## src/rtl/lfsr32.sv

```systemverilog
// 32-bit Fibonacci LFSR (x^32 + x^22 + x^2 + x + 1) used as a pseudo-random word source.
// Loaded from seed while rst is high, then advances one step every clock.
module lfsr32 #(
    parameter int              WIDTH    = 32,
    parameter logic [WIDTH-1:0] TAPS     = 32'h8020_0003,
    parameter logic [WIDTH-1:0] ZERO_FIX = 32'h0000_0001
) (
    input  logic             clk,
    input  logic             rst,
    input  logic [0:WIDTH-1] seed,
    output logic [0:WIDTH-1] out
);

    // Ports are ascending-indexed with index 0 as the MSB.
    // A plain assignment to a descending vector keeps that mapping: seed[0] lands on bit WIDTH-1.
    logic [WIDTH-1:0] seed_num;
    logic [WIDTH-1:0] load_val;
    logic [WIDTH-1:0] s_q;
    logic [WIDTH-1:0] s_d;
    logic             fb;

    assign seed_num = seed;

    always_comb begin
        load_val = seed_num;
        // An all-zero state would lock up the register, so substitute ZERO_FIX.
        if (seed_num == '0) begin
            load_val = ZERO_FIX;
        end
        fb  = ^(s_q & TAPS);
        s_d = {s_q[WIDTH-2:0], fb};
    end

    always_ff @(posedge clk) begin
        if (rst) begin
            s_q <= load_val;
        end else begin
            s_q <= s_d;
        end
    end

    assign out = s_q;

endmodule

```

## config.mk

```make
export PLATFORM = sky130hd
export DESIGN_NAME = lfsr32
export DESIGN_NICKNAME = d
export VERILOG_FILES = /design/src/rtl/lfsr32.sv
export SDC_FILE = /design/constraint.sdc
export NUM_CORES = 1
export LEC_CHECK = 0
export ABC_AREA = 1
export BUFFER_PORTS_ARGS = -buffer_cell sky130_fd_sc_hd__buf_2
export CORE_ASPECT_RATIO = 0.7
export CORE_MARGIN = 4
export CORE_UTILIZATION = 43
export CTS_BUF_LIST = sky130_fd_sc_hd__clkbuf_4 sky130_fd_sc_hd__clkbuf_8 sky130_fd_sc_hd__clkbuf_16
export DETAILED_ROUTE_END_ITERATION = 10
export PLACE_DENSITY_LB_ADDON = 0.08
export SLEW_MARGIN = 20
export SYNTH_ARGS = -nofsm -noshare
export SYNTH_HDL_FRONTEND = slang
export SYNTH_SLANG_ARGS = --single-unit
```

## constraint.sdc

```tcl
create_clock -name clk -period 1.1 [get_ports clk]
set_input_delay 0.165 -clock clk [delete_from_list [all_inputs] [get_ports clk]]
set_output_delay 0.165 -clock clk [all_outputs]
set_load 0.005 [all_outputs]
```

Yosys cells after proc, flatten, opt, wreduce, memory -nomap -nowiden
Index checks and enable logic that the tools add are counted.
- register bits after elaboration: 32
- latch bits: 0
- memory bits (writable): 0
- ROM bits: 0
- bits of input ports: 34
- word-level logic and storage cells: 5
- memories kept: 0
- add/subtract/negate cells: 0
- multiply operators: 0
- div/mod/pow operators: 0
- order comparisons: 0
- eq/ne operators: 0
- shift-type cells: 0
- muxes and demuxes: 2
- bitwise gates (word level): 0
- reductions and logical operators: 2
- operators with widths (cell ; count):
    32-bit 2-to-1 mux ; 2
    32-bit logical NOT ; 1
    32-bit XOR reduction ; 1

Depth between registers and ports, before layout
- word-level depth: 3
- gate-level depth with buffers: 7

Worst setup path before layout
Ideal clock, no wire load.
- path type: register to register
- start: register s_q[1], in the netlist out[30]
- end: register s_q[0], in the netlist out[31]
- setup time: 0.113 ns
- arrival: 0.712 ns
- required time: 0.987 ns
- setup slack: 0.275 ns
- stages on the path, launching flop included: 5
- period minus slack after synthesis: 0.825 ns
- path through: dfxtp_1 xor2_1 nor2_1 nor2_1 nor2_1
- word-level cells in the longest chain between the ends: 2
- RTL lines (item ; line ; text):
    start, declared ; 18 ; logic [WIDTH-1:0] s_q;
    start signal, assigned ; 36 ; s_q <= load_val;
    32-bit XOR reduction ; 30 ; fb = ^(s_q & TAPS);
    32-bit 2-to-1 mux ; 35 ; if (rst) begin
Every way passes these cells.

Final worst setup path
Same ends and word-level chain as after synthesis.

==> impl_metrics.py <==
metrics = {
    "layout": {
        "drive_above_1_share_pct": 31.82,
        "final_nets": 276,
        "final_cell_area_mm2": 0.001650,
        "largest_reg_flops": 32,
        "nFillCells": 257,
        "antenna_cells": 0,
        "area_growth_pct": 39.13,
    },
    "clock_tree": {
        "cts_sinks": 32,
        "tritoncts": "done",
        "clk_latency_ns": 0.27,
        "clk_path_buf_depth": 2,
        "clkSlewWorstSetupHoldPaths_ns": 0.06,
        "ctsRootBufferMaster": "clkbuf_8",
        "ctsResizeCount": 0,
        "numCtsBuffers": 5,
        "cts_setup_buffers": 0,
        "postCtsHoldBufs": 0,
        "htreeDepth": 2,
    },
    "place": {
        "portBuffers": 65,
        "gp_congestion": 0.7763,
        "dp_slack_ns": 0.1046,
        "place_area_mm2": 0.001554,
        "dpl.hpwl_um": 2354,
    },
    "sta": {
        "period_share_pct": 87.30,
        "setup_tns_ns": 0,
        "worstMarginPinSlew_ns": 0.2278,
        "fmax_mhz": 1041,
        "timing.final.max_slew_violations": 0,
        "fin_ws_ns": 0.1397,
        "maxSlewHeadroom_pct": 84.82,
        "rsz0062_at_grt": "no",
        "finalHoldViolCount": 0,
        "setup_viol": 0,
        "min_period_ns": 0.9603,
        "clock_skew_ns": 0.004117,
    },
    "synthesis": {
        "synth_seq_area_share_pct": 54.01,
        "syn_area_mm2": 0.001186,
        "syn_nets": 206,
        "netlist_top_cells_count": "nand2_1, dfxtp_1, nor2_1",
        "avgSynthCellArea_um2": 6.896,
        "synth.distinct_cells": 8,
        "yosys_warnings": 0,
        "synth_area_leaders": "dfxtp_1, nand2_1, nor2_1",
        "synthFlopType": "dfxtp_1",
        "synth_edf_count": 0,
        "synth_top_area_share_pct": 54.01,
        "postSynthCellCount": 172,
        "yosys_register_bits": 32,
        "yosysMostFrequentCell": "nand2_1",
        "ys_async_sr_fraction_pct": 0,
        "synth_area_leader_cell": "dfxtp_1",
    },
    "setup_path": {
        "path_cells": "xor2_1 > nand2_1 > nand2_1 > nor2_1 > nor2_1",
        "max_stage_delay_ns": 0.38,
        "crit_path_end_kind": "register",
        "crit_buf_inv": 0,
        "worstSetupStartpoint": "out[30]",
        "worstSetupPathType": "reg2reg",
        "reg2reg_to": "out[31]",
        "crit_cells": 5,
        "r2r_cells": 5,
        "crit_end": "out[31]",
        "r2r_start": "out[30]",
        "crit_family": "flip-flops",
        "r2r_slack_ns": 0.14,
        "critPathMaxFanout": 3,
        "worst_ep_arrival_time_ns": 1.17,
        "crit_required_ns": 1.31,
        "crit_slowest_cell": "dfxtp_1",
        "critPathLaunchType": "register",
    },
    "global_route": {
        "grt_pass1_wl_um": 4974,
        "overflow": 0,
        "antenna_found_initial": 0,
        "grt_pass1_vias": 1147,
        "grt_usage_pct": 17.54,
        "grt_max_degree": 23,
    },
    "drt": {
        "avgViaCountPerCell": 4.380,
        "totalWireLength_um": 3022,
        "num_vias": 1209,
        "wire_per_inst_um": 10.95,
        "drtAntennaViolNets": 0,
        "initialDrtViolationCount": 57,
        "drc": 0,
        "dr.pass1.iters": 6,
    },
    "floorplanning": {
        "coreArea_mm2": 0.002552,
        "die_w_um": 70.78,
        "fp.dieArea_mm2": 0.003676,
        "chipHeight_um": 51.94,
        "rows": 15,
        "num_io_pins": 66,
        "start_util_pct": 46.47,
    },
    "power_and_ir_drop": {
        "power.leakage_nw": 0.9390,
        "p_sw_share_pct": 24.44,
        "ir_drop_v": 0.0009108,
        "power_density_mw_per_mm2": 1628,
        "internal_power_w": 0.002030,
        "power_w": 0.002686,
        "p_comb_share_pct": 15.1,
        "seqPwrFrac_pct": 49.9,
        "clkPwrFrac_pct": 35.0,
        "p_sw_w": 0.0006564,
    },
    "run": {
        "timing.max_cap.violations": 0,
    },
    "status": {
        "status": "finished, final reports clean",
    },
    "min_path": {
        "min_path_type": "in2reg",
    },
}
power by group through the flow:
| stage | logic (W) | clock network (W) | registers [W] |
|---|---|---|---|
| global route | 0.000461 | 0.00101 | 0.00135 |
| detailed placement | 0.000409 | 0 | 0.00137 |
| global placement | 0.000397 | 0 | 0.00136 |
| floorplan | 0.000167 | 0 | 0.00137 |
| CTS | 0.000412 | 0.000960 | 0.00134 |
| finish | 0.000405 | 0.000940 | 0.00134 |
metrics by stage:
| stage | util, % | instances | hold slack (ns) |
|---|---|---|---|
| after floorplan | - | 172 | 0.2710 |
| after global placement | 60.88 | 269 | 0.3691 |
| after detailed placement | 60.88 | 269 | 0.3739 |
| after CTS | 64.66 | 276 | 0.08918 |
| after global routing | 64.66 | 276 | 0.09324 |
| final | 64.66 | 276 | 0.09412 |
per-layer routing:
metal  vias up  part of all wire (%)  GRT usage, %
met5         -                     0             0
met4         0                  0.46         7.813
met3         2                   8.5         7.336
met2        37                    47         28.62
met1       520                    44         20.26
li1        650                     -             -
placed cells by master (no fill, tap or decap):
cell type    n
nand2_1    105
buf_2       65
dfxtp_1     32
nor2_1      25
clkbuf_8     7
buf_4        4
inv_2        1
xnor2_1      1
xor2_1       1
or2_0        1
worst min-delay path, delay by kind of cell:
kind | cells | cell delay (ns)
and+or+nand+nor | 2 | 0.09
buffers and inverters | 1 | 0.09
worst min path at each step:
stage	endpoint	cells past startpoint	from
after detailed placement	out[25]	3	seed[25]
after floorplan	out[0]	2	seed[0]
after global placement	out[23]	3	seed[23]
after CTS	out[14]	3	seed[14]
after global routing	out[13]	3	seed[13]
final	out[13]	3	seed[13]
area by class of cell:
class                      instances  area, µm²  area share [%]
multi-input combinational        133      511.7           31.01
tap                               34      42.54           2.578
sequential                        32      640.6           38.82
inverter                           1      3.754          0.2274
timing repair buffer              69      355.3           21.53
clock buffer                       7      96.34           5.838
logic make-up (layout without fill, tap and decap cells):
logic type / Yosys count / in the layout / share of synthesized area (%)
and+or+nand+nor: 131 / 131 / 41.67
xor gates and xnor gates: 2 / 2 / 1.477
DFF: 32 / 32 / 54.01
buffers and inverters: 7 / 77 / 2.848
Note: power is estimated with default switching activity, not from simulation.
